--- config.mk ---
export PLATFORM = sky130hd
export DESIGN_NAME = mux_8by1_rr_scheduler
export DESIGN_NICKNAME = d
export VERILOG_FILES = /design/src/rtl/mux_sched_pkg.sv /design/src/rtl/MUX_8by1.sv /design/src/rtl/rr_pick8.sv /design/src/rtl/mux_8by1_rr_scheduler.sv
export SDC_FILE = /design/constraint.sdc
export NUM_CORES = 1
export LEC_CHECK = 0
export CAP_MARGIN = 20
export CELL_PAD_IN_SITES_DETAIL_PLACEMENT = 0
export CELL_PAD_IN_SITES_GLOBAL_PLACEMENT = 1
export CORE_ASPECT_RATIO = 1.2
export CORE_MARGIN = 3
export CORE_UTILIZATION = 40
export DETAILED_ROUTE_END_ITERATION = 16
export PLACE_DENSITY = 0.8
export SYNTH_ARGS = -nofsm -noshare
export SYNTH_HDL_FRONTEND = slang
export SYNTH_SLANG_ARGS = --single-unit
--- constraint.sdc ---
create_clock -name clk -period 3.84 [get_ports clk]
set_input_delay 0.384 -clock clk [delete_from_list [all_inputs] [get_ports clk]]
set_output_delay 0.384 -clock clk [all_outputs]
set_load 0.01 [all_outputs]
--- src/rtl/mux_sched_pkg.sv ---
// Shared constants for the round-robin 8:1 mux scheduler: requester count,
// select width, FSM state encodings, hold-counter sizing and a select-to-grant helper.
package mux_sched_pkg;

    localparam int N_REQ        = 8;
    localparam int SEL_W        = 3;
    localparam int MAX_HOLD_DEF = 4;
    localparam int HOLD_W       = 4;

    localparam logic [0:0] ST_IDLE  = 1'b0;
    localparam logic [0:0] ST_SERVE = 1'b1;

    // Convert a select index into the matching one-hot grant vector
    function automatic logic [N_REQ-1:0] sel_to_onehot(input logic [SEL_W-1:0] sel);
        logic [N_REQ-1:0] vec;
        vec = '0;
        vec[sel] = 1'b1;
        return vec;
    endfunction

endpackage

--- src/rtl/MUX_8by1.sv ---
// The existing single-bit 8:1 datapath mux: y is the input selected by s.
import mux_sched_pkg::*;

module MUX_8by1 (
    input  logic [N_REQ-1:0] i,
    input  logic [SEL_W-1:0] s,
    output logic             y
);

    // Plain index select; no storage in the datapath itself
    always_comb begin
        y = i[s];
    end

endmodule

--- src/rtl/rr_pick8.sv ---
// Combinational round-robin picker: returns the first requester at or after
// ptr (wrapping modulo 8) whose request bit is set.
import mux_sched_pkg::*;

module rr_pick8 (
    input  logic [N_REQ-1:0] req,
    input  logic [SEL_W-1:0] ptr,
    output logic             found,
    output logic [SEL_W-1:0] idx
);

    logic [SEL_W-1:0] cand;

    // Scan offsets from farthest to nearest so the nearest hit to ptr wins
    always_comb begin
        found = 1'b0;
        idx   = '0;
        cand  = '0;
        for (int k = N_REQ - 1; k >= 0; k--) begin
            cand = ptr + SEL_W'(k);
            if (req[cand]) begin
                found = 1'b1;
                idx   = cand;
            end
        end
    end

endmodule

--- src/rtl/mux_8by1_rr_scheduler.sv ---
// Round-robin scheduler sharing one 8:1 mux between 8 requesters. Each grant
// lasts up to MAX_HOLD sampled cycles; the selected bit is registered onto y.
import mux_sched_pkg::*;

module mux_8by1_rr_scheduler #(
    parameter int MAX_HOLD = MAX_HOLD_DEF
) (
    input  logic             clk,
    input  logic             rst_n,
    input  logic [N_REQ-1:0] req,
    input  logic [N_REQ-1:0] i,
    output logic [N_REQ-1:0] grant,
    output logic [SEL_W-1:0] s,
    output logic             y,
    output logic             y_valid,
    output logic             busy
);

    logic [0:0]       state;
    logic [SEL_W-1:0] ptr;
    logic [HOLD_W-1:0] hold_cnt;

    logic             mux_y;
    logic             idle_found;
    logic [SEL_W-1:0] idle_idx;
    logic [N_REQ-1:0] masked_req;
    logic [SEL_W-1:0] next_ptr;
    logic             serve_found;
    logic [SEL_W-1:0] serve_idx;
    logic             sampled;
    logic             last_sample;
    logic             burst_end;

    MUX_8by1 u_mux (
        .i (i),
        .s (s),
        .y (mux_y)
    );

    rr_pick8 u_pick_idle (
        .req   (req),
        .ptr   (ptr),
        .found (idle_found),
        .idx   (idle_idx)
    );

    rr_pick8 u_pick_serve (
        .req   (masked_req),
        .ptr   (next_ptr),
        .found (serve_found),
        .idx   (serve_idx)
    );

    // Burst bookkeeping: the other requesters, the rotated pointer and the end-of-burst condition
    always_comb begin
        masked_req  = req & ~sel_to_onehot(s);
        next_ptr    = s + SEL_W'(1);
        sampled     = req[s];
        last_sample = (hold_cnt == HOLD_W'(MAX_HOLD - 1));
        burst_end   = !sampled || last_sample;
    end

    assign busy = (state == ST_SERVE);

    // FSM, hold counter, pointer and output registers; a reset aborts any burst without sampling
    always_ff @(posedge clk) begin
        if (!rst_n) begin
            state    <= ST_IDLE;
            grant    <= '0;
            s        <= '0;
            y        <= 1'b0;
            y_valid  <= 1'b0;
            ptr      <= '0;
            hold_cnt <= '0;
        end else begin
            case (state)
                ST_IDLE: begin
                    y_valid <= 1'b0;
                    if (idle_found) begin
                        state    <= ST_SERVE;
                        s        <= idle_idx;
                        grant    <= sel_to_onehot(idle_idx);
                        hold_cnt <= '0;
                    end
                end
                ST_SERVE: begin
                    if (sampled) begin
                        y       <= mux_y;
                        y_valid <= 1'b1;
                        if (!last_sample) begin
                            hold_cnt <= hold_cnt + HOLD_W'(1);
                        end
                    end else begin
                        y_valid <= 1'b0;
                    end
                    if (burst_end) begin
                        ptr      <= next_ptr;
                        hold_cnt <= '0;
                        if (serve_found) begin
                            s     <= serve_idx;
                            grant <= sel_to_onehot(serve_idx);
                        end else if (!sampled) begin
                            state <= ST_IDLE;
                            grant <= '0;
                        end
                    end
                end
                default: begin
                    state    <= ST_IDLE;
                    grant    <= '0;
                    hold_cnt <= '0;
                end
            endcase
        end
    end

endmodule

; Yosys cells after proc, flatten, opt, wreduce, memory -nomap -nowiden
; Cells that the tools add are included.
[classes]
n_reduce_logical = 10
add_sub_neg = 16
n_lt_le_gt_ge = 22
n_bitwise = 3
mux = 94
eq_ne = 7
[op_table]
columns = op, n
row1 = $lt 3x4->1 const B, 19
row2 = $mux 3, 19
row3 = $bmux 1 s3, 18
row4 = $mux 1, 41
row5 = $mux 8, 4
row6 = $add 3x3->3 const B, 8
row7 = $mux 4, 4
row8 = $pmux 8 s2, 1
row9 = $add 3x2->3 const B, 4
row10 = $add 3x1->3 const B, 3
row11 = $demux 1 s3, 3
row12 = $ge 3x1->1 const B, 3
row13 = $reduce_and 3->1, 3
row14 = $and 8x8->8, 1
row15 = $not 8->8, 1
row16 = $pmux 4 s2, 1
row17 = $pmux 3 s2, 1
row18 = $add 4x1->4 const B, 1
row19 = $eq 4x2->1 const B, 1
row20 = $ne 2x1->1 const B, 2
row21 = $pmux 1 s2, 2
row22 = $reduce_and 2->1, 2
row23 = $logic_and 1x1->1, 3
row24 = $ne 3x1->1 const B, 1
row25 = 6 further kinds, 6
[totals]
in_bits = 18
register_bits = 21

; Depth between registers and ports, before layout
; Gate-level depths: netlist of run 1.
[logic_depth]
depth_word = 23
mapped_depth = 15
depth_no_buf = 10

; Modules after synthesis
; From an unflattened synthesis of run 1, not the netlist that was laid out.
[hier_totals]
cells_unflattened = 330
hier_area_um2 = 2874.0
[modules_own_cells]
columns = mod, area_per_inst_um2, instances, cells_per_inst
row1 = rr_pick8, 782.0, 2, 90
row2 = mux_8by1_rr_scheduler, 1246.2, 1, 147
row3 = MUX_8by1, 63.8, 1, 3

; Worst setup path before layout of run 1
; Ideal clock, no wire load.
[synth_timing]
path_kind = register to register
start = register ptr[0]
end = register grant[1]
slack_ns = 0.281
arrival_time_ns = 3.480
synth_period_minus_slack_ns = 3.559
t_required_ns = 3.761
stages_incl_launch_ff = 16
setup_time_ns = 0.079
path_cell_list = dfxtp_1 buf_6 clkbuf_8 clkbuf_1 inv_1 ha_1 buf_6 buf_4 mux2i_1 mux2_2 a211o_1 a311o_1 a32oi_2 nand3_1 or3b_1 o211ai_1
[synth_via]
elab_chain_len = 17
elab_cells_between_ends = 48
classes_between = 7 x add/sub / 2 x order compare / 1 x eq/ne / 36 x mux / 2 x reduce/logical
[synth_lines]
columns = element, line_no
row1 = start: declaration, mux_8by1_rr_scheduler.sv:20  ; logic [SEL_W-1:0] ptr;
row2 = start signal: assignment, mux_8by1_rr_scheduler.sv:97  ; ptr <= next_ptr;
row3 = $add 3x3->3, rr_pick8.sv:20  ; cand = ptr + SEL_W'(k);
row4 = $bmux 1 s3, rr_pick8.sv:21  ; if (req[cand]) begin
row5 = $mux 1 (implied by the code), rr_pick8.sv:21
row6 = $mux 3 (8 in a row), rr_pick8.sv:21
row7 = $lt 3x4->1 (implied by the code) / $ge 3x1->1 (equally long branches), mux_sched_pkg.sv:17  ; vec[sel] = 1'b1;
row8 = $logic_and 1x1->1 (implied by the code), mux_sched_pkg.sv:17
row9 = $mux 1 (implied by the code), mux_sched_pkg.sv:17
row10 = $demux 1 s3, mux_sched_pkg.sv:17
row11 = $mux 8, mux_8by1_rr_scheduler.sv:79  ; if (idle_found) begin
row12 = $pmux 8 s2, mux_8by1_rr_scheduler.sv:76  ; case (state)
row13 = end signal: assignment, mux_8by1_rr_scheduler.sv:82  ; grant <= sel_to_onehot(idle_idx);
row14 = end signal: assignment, mux_8by1_rr_scheduler.sv:101  ; grant <= sel_to_onehot(serve_idx);
row15 = end: declaration, mux_8by1_rr_scheduler.sv:12  ; output logic [N_REQ-1:0] grant,
; Parallel ways exist; a longest one is shown, timed or not. The select of a mux whose other input is x is not followed.
; A chain may end at the register's enable or synchronous reset.

; Worst setup path after layout of run 1
[layout_timing]
start = register ptr[1]
end = register grant[0]
; Same word-level chain as after synthesis.

==> results of run 1 <==
-- flip-flops by register name, summed over array words and instances, names as in the netlist --
register / count
hold_cnt: 4
s: 3
ptr: 3
y: 1
busy: 1
y_valid: 1
grant: 8
-- per-stage QoR --
step / worst slack [ns] / power, W / instance area, sq um / instances
finish: 0.3805 / 0.003189 / 3633 / 492
global route: 0.1189 / 0.003475 / 3633 / 492
CTS: 0.4385 / 0.003168 / 3633 / 492
detailed placement: 0.3118 / 0.003006 / 3587 / 488
global placement: 0.3285 / 0.002999 / 3587 / 488
floorplan: 0.2814 / 0.002402 / 3243 / 381
-- cell usage after synthesis, types with 9 or more instances --
cell	number
nor2_1	36
nand2_1	28
a21oi_1	24
dfxtp_1	21
mux4_2	17
o21ai_0	17
nor3_1	16
clkbuf_1	15
mux2_2	13
mux2i_1	13
inv_1	12
nand3_1	9
-- power by group --
group          internal, W  total, W  switching (W)
logic              0.00117   0.00270        0.00153
clock network    0.0000722  0.000143      0.0000704
registers         0.000281  0.000341      0.0000601
-- kinds of logic (layout without fill, tap and decap cells) --
family                   Yosys count  after routing  synth area share
flip-flops                        21             21            0.1296
AO/OA/AOI/OAI                    111            111            0.2512
adder cells (fa/ha/maj)            5              5           0.01929
AND/OR/NAND/NOR                  139            139            0.2261
buffers and inverters             43             62           0.07368
multiplexers                      51             51            0.2612
XOR/XNOR                          11             11           0.03897
-- worst max-delay path: stages, from the launching register on --
cell and delay (ns):
dfxtp_1 0.33, inv_1 0.09, ha_1 0.69, mux2_2 0.43, nor3_1 0.31, a2111oi_0 0.12
a311o_1 0.36, a32oi_2 0.32, nand3_1 0.22, nor4_1 0.36, a221o_1 0.17
-- worst paths after layout --
kind | from | end | slack [ns] | depth (start not counted)
setup reg to reg | ptr[1] | grant[0] | 0.38 | 10
setup / recovery | ptr[1] | grant[0] | 0.38 | 10
hold / removal | grant[3] | grant[3] | 0.49 | 2
hold reg to reg | grant[3] | grant[3] | 0.49 | 2
-- layer usage --
layer | vias up | share of wire | global-route usage
li1 | 1518 | - | -
met1 | 1493 | 0.44 | 0.2698
met2 | 102 | 0.49 | 0.3262
met3 | 13 | 0.047 | 0.01577
met4 | 0 | 0.015 | 0.03996
met5 | - | 0 | 0
-- area by class of cell --
type / count / area, sq um / area share
multi-input combinational: 317 / 2584 / 0.7111
timing repair buffer: 46 / 422.9 / 0.1164
sequential: 21 / 420.4 / 0.1157
tap: 92 / 115.1 / 0.03168
inverter: 12 / 45.04 / 0.01240
clock buffer: 3 / 41.29 / 0.01136
clock inverter: 1 / 5.005 / 0.001377
==> impl_metrics.py, run 1 <==
metrics = {
    "detailed_routing": {
        "drcViolationCount": 0,
        "vias": 3126,
        "route.detailed.vias_per_inst": 6.354,
        "total_routed_wirelength_um": 8811,
        "detail_routed_net_length_per_standard_cell_um": 17.91,
        "detailedRoute.firstIterationViolations": 174,
        "dr.pass1.iters": 5,
        "ant_nets": 0,
    },
    "final_layout": {
        "synthToLayoutAreaGrowth_pct": 12.04,
        "finish.net_count": 424,
        "fillerInstances": 789,
        "post-route-util": 0.4661,
        "antennaDiodeCount": 0,
        "mostFrequentLayoutCells": "nor2_1, clkdlybuf4s50_1, nand2_1",
        "mostFrequentLayoutCell": "nor2_1",
        "drive_above_1_share": 0.1725,
    },
    "yosys": {
        "synth_async_sr_flop_share": 0,
        "mapped_cell_area_sq_um": 3243,
        "number_of_enable_type_register_cells_in_the_synthesized_netlist": 0,
        "synth_cells": 381,
        "synth_top_area_frac": 0.1296,
        "synth_fp_nets": 404,
        "yosysUniqueCellTypes": 75,
        "synth.ff_latch_count": 21,
        "post_synthesis_mean_instance_area_sq_um": 8.512,
        "yosys.area.top_type": "dfxtp_1",
        "synth_top_cells_by_area": "dfxtp_1, mux4_2, mux4_1",
        "yosys_warnings": 0,
        "synth_flop_cell": "dfxtp_1",
        "synth.yosys.seq_area_share": 0.1296,
    },
    "timing": {
        "max-slew-margin-rel": 0.4616,
        "finClkSkew_ns": 0.003030,
        "timing.setup.tns_ns": 0,
        "drv_slew": 0,
        "fin_crit_sh": 0.9009,
        "worst_slew_pin_slew_ns": 0.8064,
        "final-hold-violation-count": 0,
        "unrepaired_setup_endpoints_after_global_routing": "no",
        "final.hold.worst_slack_ns": 0.4876,
        "max_freq_ghz": 0.2891,
        "final.min_clock_period_ns": 3.459,
        "report.final.setup_viol": 0,
    },
    "setup_path": {
        "crit_arrival_ns": 3.66,
        "timing.critical_path.from_type": "register",
        "critPathKind": "register to register",
        "critical_path_required_ns": 4.04,
        "critical_path.max_fanout": 15,
        "cp-end-kind": "register",
    },
    "clocking": {
        "postCtsSetupBuffers": 0,
        "cts_made_buffers": 3,
        "cts_max_path_buffers": 2,
        "ctsResizeCount": 0,
        "clock_latency_ns": 0.26,
        "clk_transition_reported_paths_ns": 0.08,
        "ctsHtreeMaxLevel": 1,
        "clock-root-buffer": "clkbuf_8",
        "cts_hold_buffers": 0,
        "clock_sinks": 21,
        "tritoncts_clock_tree": "yes",
    },
    "placed_design": {
        "placement.io_buffers": 31,
        "dp_hpwl_um": 6734,
        "place.gp.congestion": 0.9326,
    },
    "global_route": {
        "grt_pass1_vias": 2990,
        "antenna_found_initial": 0,
        "global_route_wire_length_before_repair_um": 14820,
        "track_usage": 0.1942,
        "maximum_number_of_pins_on_one_net_before_global_route_repair": 34,
        "global_route.overflow_total": 0,
    },
    "floorplan": {
        "die-area_sq_um": 9228,
        "core_area_sq_um": 7795,
        "die_w_um": 88.20,
        "initial_utilization": 0.4161,
        "design.portCount": 32,
        "chipHeight_um": 104.6,
        "placement_rows": 35,
    },
    "min_path": {
        "timing.hold.worst.class": "register to register",
    },
    "pwr": {
        "power.density_cell_area_nw_per_um2": 877.5,
        "p_leak_nw": 1.339,
        "power.ir.vdd_worst_mv": 0.4160,
    },
    "status": {
        "outcome": "complete, no violations",
    },
    "run": {
        "drv.max_cap_violation_count": 0,
    },
}
(Power assumes the default switching activity.)
==> inputs of run 2 (changes only) <==
- CORE_ASPECT_RATIO: 1.2 -> default
- CORE_UTILIZATION: 40 -> 45
- DONT_BUFFER_PORTS: default -> 1
- RECOVER_POWER: default -> 100
==> impl_metrics.py, run 2 (same netlist as run 1, synthesis figures left out) <==
metrics = {
    "pwr": {
        "p_leak_nw": 1.189,
        "clockPowerShare": 0.049,
        "share_comb_of_total_power": 0.830,
        "seq_power_share": 0.121,
        "internal_power_w": 0.001399,
        "power.ir.vdd_worst_mv": 0.3398,
        "netSwitchingFraction": 0.5368,
        "power.net_switching_w": 0.001621,
        "power.density_cell_area_nw_per_um2": 919.7,
    },
    "detailed_routing": {
        "detailedRoute.firstIterationViolations": 195,
        "dr.pass1.iters": 5,
        "total_routed_wirelength_um": 8819,
        "route.detailed.vias_per_inst": 6.569,
        "drcViolationCount": 0,
        "ant_nets": 0,
        "detail_routed_net_length_per_standard_cell_um": 19.21,
        "vias": 3015,
    },
    "placed_design": {
        "placed_cells_incl_taps": 455,
        "place.gp.congestion": 0.9628,
        "dp_hpwl_um": 6468,
        "placement.io_buffers": 0,
        "dpl_worst_slack_ns": 0.4726,
    },
    "final_layout": {
        "mostFrequentLayoutCells": "nor2_1, nand2_1, a21oi_1",
        "synthToLayoutAreaGrowth_pct": 1.235,
        "drive_above_1_share": 0.1708,
        "top_register": "grant",
        "antennaDiodeCount": 0,
        "mostFrequentLayoutCell": "nor2_1",
        "post_layout_nonfiller_instances": 459,
        "top_regs": "grant: 8 flops, hold_cnt: 4 flops",
        "multiInputGateArea_sq_um": 2582,
        "largest_register_ff_count": 8,
        "finish.net_count": 387,
        "layout.area.seq_sq_um": 421.7,
        "fillerInstances": 690,
    },
    "global_route": {
        "grt_pass1_vias": 2785,
        "global_route_wire_length_before_repair_um": 14570,
        "maximum_number_of_pins_on_one_net_before_global_route_repair": 34,
        "antenna_found_initial": 0,
        "global_route.overflow_total": 0,
        "track_usage": 0.2128,
    },
    "setup_path": {
        "critical_path_required_ns": 4.03,
        "cp-endpoint": "grant[1]",
        "critical_path.max_fanout": 15,
        "cp-end-kind": "register",
        "critical_path_launch_point": "ptr[1]",
        "rr_worst_depth": 10,
        "crit_arrival_ns": 3.62,
        "timing.rr.end": "grant[1]",
        "ff2ff_setup_slack_ns": 0.42,
        "timing.critical_path.from_type": "register",
        "r2r-start": "ptr[1]",
        "critPathKind": "register to register",
    },
    "timing": {
        "max-slew-margin-rel": 0.5593,
        "worst_slew_pin_slew_ns": 0.6444,
        "postLayoutSetupSlackWorst_ns": 0.4153,
        "max_freq_ghz": 0.2920,
        "final.min_clock_period_ns": 3.425,
        "unrepaired_setup_endpoints_after_global_routing": "no",
        "fin_crit_sh": 0.8918,
        "final-hold-violation-count": 0,
        "drv_slew": 0,
        "finClkSkew_ns": 0.002300,
        "timing.setup.tns_ns": 0,
        "report.final.setup_viol": 0,
    },
    "clocking": {
        "cts_made_buffers": 3,
        "cts_max_path_buffers": 2,
        "cts_hold_buffers": 0,
        "clock_sinks": 21,
        "ctsHtreeMaxLevel": 1,
        "clock-root-buffer": "clkbuf_8",
        "clk_transition_reported_paths_ns": 0.08,
        "clock_latency_ns": 0.26,
        "tritoncts_clock_tree": "yes",
    },
    "floorplan": {
        "die-area_sq_um": 8262,
        "chipHeight_um": 90.90,
        "core_area_sq_um": 6907,
        "placement_rows": 30,
        "design.portCount": 32,
        "die_w_um": 90.90,
        "initial_utilization": 0.4696,
    },
    "run": {
        "drv.max_cap_violation_count": 0,
    },
    "status": {
        "outcome": "complete, no violations",
    },
    "min_path": {
        "timing.hold.worst.class": "primary input to register",
    },
}
[run 2: changes by cell type in the layout (fill, tap and decap cells not counted), sizes merged]
cell / change
buf: -6
clkdlybuf4s50: -31
[run 2: power by group through the flow]
stage	registers [W]	clock network [W]	logic (W)
after floorplan	0.000344	0	0.00206
after global placement	0.000369	0	0.00245
after detailed placement	0.000371	0	0.00246
after CTS	0.000367	0.000153	0.00248
after global routing	0.000373	0.000156	0.00277
final	0.000365	0.000149	0.00251
[run 2: per-stage QoR]
| step | hold WS [ns] | total power (W) | instance area, sq um | utilization |
|---|---|---|---|---|
| final | 0.2448 | 0.003020 | 3283 | 0.4754 |
| after global routing | 0.2560 | 0.003301 | 3283 | 0.4754 |
| after CTS | 0.2420 | 0.002999 | 3284 | 0.4755 |
| after detailed placement | 0.5286 | 0.002835 | 3238 | 0.4688 |
| after global placement | 0.4984 | 0.002824 | 3238 | 0.4688 |
| after floorplan | 0.4792 | 0.002402 | 3243 | - |
[run 2: worst min-delay path by stage]
stage	start	endpoint	slack (ns)	cells after the start
floorplan	hold_cnt[3]	hold_cnt[3]	0.48	2
global placement	hold_cnt[3]	hold_cnt[3]	0.50	2
detailed placement	hold_cnt[3]	hold_cnt[3]	0.53	2
CTS	rst_n	s[0]	0.24	2
global route	rst_n	s[2]	0.26	2
finish	rst_n	s[0]	0.24	2
[run 2: final cells by class]
type,count,area share
flip-flops and latches,21,0.1284
well taps,96,0.03659
clock inverters,1,0.001524
clock buffers,3,0.01258
inverters,12,0.01372
multi-input cells,317,0.7866
repair buffers,9,0.02058
[run 2: worst max-delay path: stages (launching register included)]
cell and delay, ns:
dfxtp_1 0.33, inv_1 0.08, ha_1 0.67, mux2i_1 0.23, mux2_1 0.38, a211o_1 0.31
a311o_1 0.33, a32oi_2 0.35, nand3_1 0.20, or3b_1 0.40, o211ai_1 0.09
[run 2: routing by layer]
| metal | vias up | part of all wire | routed length (um) | global-route usage |
|---|---|---|---|---|
| met3 | 13 | 0.063 | 554 | 0.02417 |
| met5 | - | 0 | 0 | 0 |
| li1 | 1443 | - | - | - |
| met2 | 112 | 0.48 | 4190 | 0.3453 |
| met1 | 1447 | 0.45 | 3974 | 0.3064 |
| met4 | 0 | 0.011 | 99 | 0.04146 |
[run 2: what timing repair did]
action / 4_1_cts / 5_1_grt
endpoints found under the setup margin: 0 / 3
setup buffers: 0 / 0
resized for setup: 0 / 1
==> inputs of run 3 (changes only) <==
- CORE_MARGIN: 3 -> 1.5
==> impl_metrics.py, run 3 (same netlist as run 1, synthesis figures left out) <==
metrics = {
    "timing": {
        "final-hold-violation-count": 0,
        "worst_slew_pin_slew_ns": 0.6924,
        "final.min_clock_period_ns": 3.501,
        "fin_crit_sh": 0.9118,
        "timing.setup.tns_ns": 0,
        "postLayoutSetupSlackWorst_ns": 0.3386,
        "max_freq_ghz": 0.2856,
        "report.final.setup_viol": 0,
        "max-slew-margin-rel": 0.5378,
        "unrepaired_setup_endpoints_after_global_routing": "no",
        "finClkSkew_ns": 0.003553,
        "drv_slew": 0,
    },
    "global_route": {
        "global_route_wire_length_before_repair_um": 14210,
        "maximum_number_of_pins_on_one_net_before_global_route_repair": 34,
        "use_met2": 0.3657,
        "globalRouteMet1Util": 0.3289,
        "global_route_met3_usage": 0.03205,
        "track_usage": 0.2302,
        "antenna_found_initial": 0,
        "global_route.overflow_total": 0,
        "grt_most_used_layer": "met2",
        "grt_pass1_vias": 2816,
    },
    "detailed_routing": {
        "total_routed_wirelength_um": 8772,
        "route.detailed.vias_per_inst": 6.564,
        "ant_nets": 0,
        "detail_routed_net_length_per_standard_cell_um": 19.11,
        "dr.pass1.iters": 5,
        "detailedRoute.firstIterationViolations": 213,
        "vias": 3013,
        "drcViolationCount": 0,
    },
    "clocking": {
        "clock_sinks": 21,
        "ctsResizeCount": 0,
        "cts_max_path_buffers": 2,
        "cts_hold_buffers": 0,
        "tritoncts_clock_tree": "yes",
        "clock-root-buffer": "clkbuf_8",
        "ctsHtreeMaxLevel": 1,
        "clock_latency_ns": 0.26,
        "cts_made_buffers": 3,
        "postCtsSetupBuffers": 0,
        "clk_transition_reported_paths_ns": 0.07,
    },
    "final_layout": {
        "top_regs": "grant: 8 flops, hold_cnt: 4 flops",
        "antennaDiodeCount": 0,
        "fillerInstances": 688,
        "post-route-util": 0.4770,
        "largest_register_ff_count": 8,
        "mostFrequentLayoutCells": "nor2_1, nand2_1, a21oi_1",
        "top_register": "grant",
        "mostFrequentLayoutCell": "nor2_1",
        "synthToLayoutAreaGrowth_pct": 1.042,
        "final_area_sq_um": 3277,
        "drive_above_1_share": 0.1653,
        "layout.area.seq_sq_um": 420.4,
        "finish.net_count": 387,
        "multiInputGateArea_sq_um": 2582,
    },
    "placed_design": {
        "place.gp.congestion": 0.8995,
        "dpl-instance-area_sq_um": 3237,
        "dp_hpwl_um": 6508,
        "dpl_worst_slack_ns": 0.3870,
        "placement.io_buffers": 0,
    },
    "floorplan": {
        "die_w_um": 87.90,
        "placement_rows": 30,
        "design.portCount": 32,
        "core_area_sq_um": 6869,
        "chipHeight_um": 87.90,
        "initial_utilization": 0.4721,
        "die-area_sq_um": 7726,
    },
    "setup_path": {
        "critical_path.max_fanout": 15,
        "critical_path_required_ns": 3.99,
        "critPathKind": "register to register",
        "critPathBufInv": 1,
        "cell_with_the_largest_stage_delay_on_the_worst_path": "ha_1",
        "crit_arrival_ns": 3.65,
        "cp-end-kind": "register",
        "ordered_list_of_cells_on_the_worst_path": "inv_1 -> ha_1 -> and3b_1 -> o41ai_2 -> o21ai_1 -> and2_0 -> o41ai_1 -> nor2_1 -> a221o_1",
        "timing.critical_path.from_type": "register",
        "crit_path_max_incr_delay_ns": 0.58,
        "critPathTopFamily": "compound AO/OA/AOI/OAI gates",
    },
    "pwr": {
        "totalPowerFinal_w": 0.003023,
        "p_leak_nw": 1.181,
        "power.ir.vdd_worst_mv": 0.2946,
        "power.density_cell_area_nw_per_um2": 922.4,
    },
    "status": {
        "outcome": "complete, no violations",
    },
    "min_path": {
        "timing.hold.worst.class": "primary input to register",
    },
    "run": {
        "drv.max_cap_violation_count": 0,
    },
}
==> run 3: worst register-to-register path: stages, from the launching register on <==
cell	delay [ns]
dfxtp_1	0.35
inv_1	0.09
ha_1	0.58
and3b_1	0.24
o41ai_2	0.53
o21ai_1	0.23
and2_0	0.24
o41ai_1	0.57
nor2_1	0.21
a221o_1	0.36
==> run 3: worst paths after layout <==
check              start     endpoint  slack [ns]  cells past startpoint
min reg2reg  hold_cnt[3]  hold_cnt[3]        0.52                      2
max                 s[0]     grant[7]        0.34                      9
max reg2reg         s[0]     grant[7]        0.34                      9
min                rst_n         s[1]        0.26                      2
==> run 3: layout make-up <==
class                      instances  area share
clock buffer                       4     0.01375
sequential                        21      0.1283
timing repair buffer               9     0.01947
tap                               96     0.03666
multi-input combinational        317      0.7881
inverter                          12     0.01375
==> run 3: stage by stage <==
step	cells	hold WS (ns)
floorplan	381	0.4792
global placement	455	0.4970
detailed placement	455	0.5093
CTS	459	0.2521
global route	459	0.2534
finish	459	0.2574
==> run 3: routing by layer <==
layer	vias to the layer above	share of wire
li1	1447	-
met2	88	0.46
met5	-	0
met1	1472	0.48
met3	6	0.054
met4	0	0.0075
==> run 3: where the power goes <==
| group | switching [W] | internal [W] |
|---|---|---|
| registers | 0.0000858 | 0.000282 |
| clock network | 0.0000701 | 0.0000739 |
| logic | 0.00147 | 0.00104 |
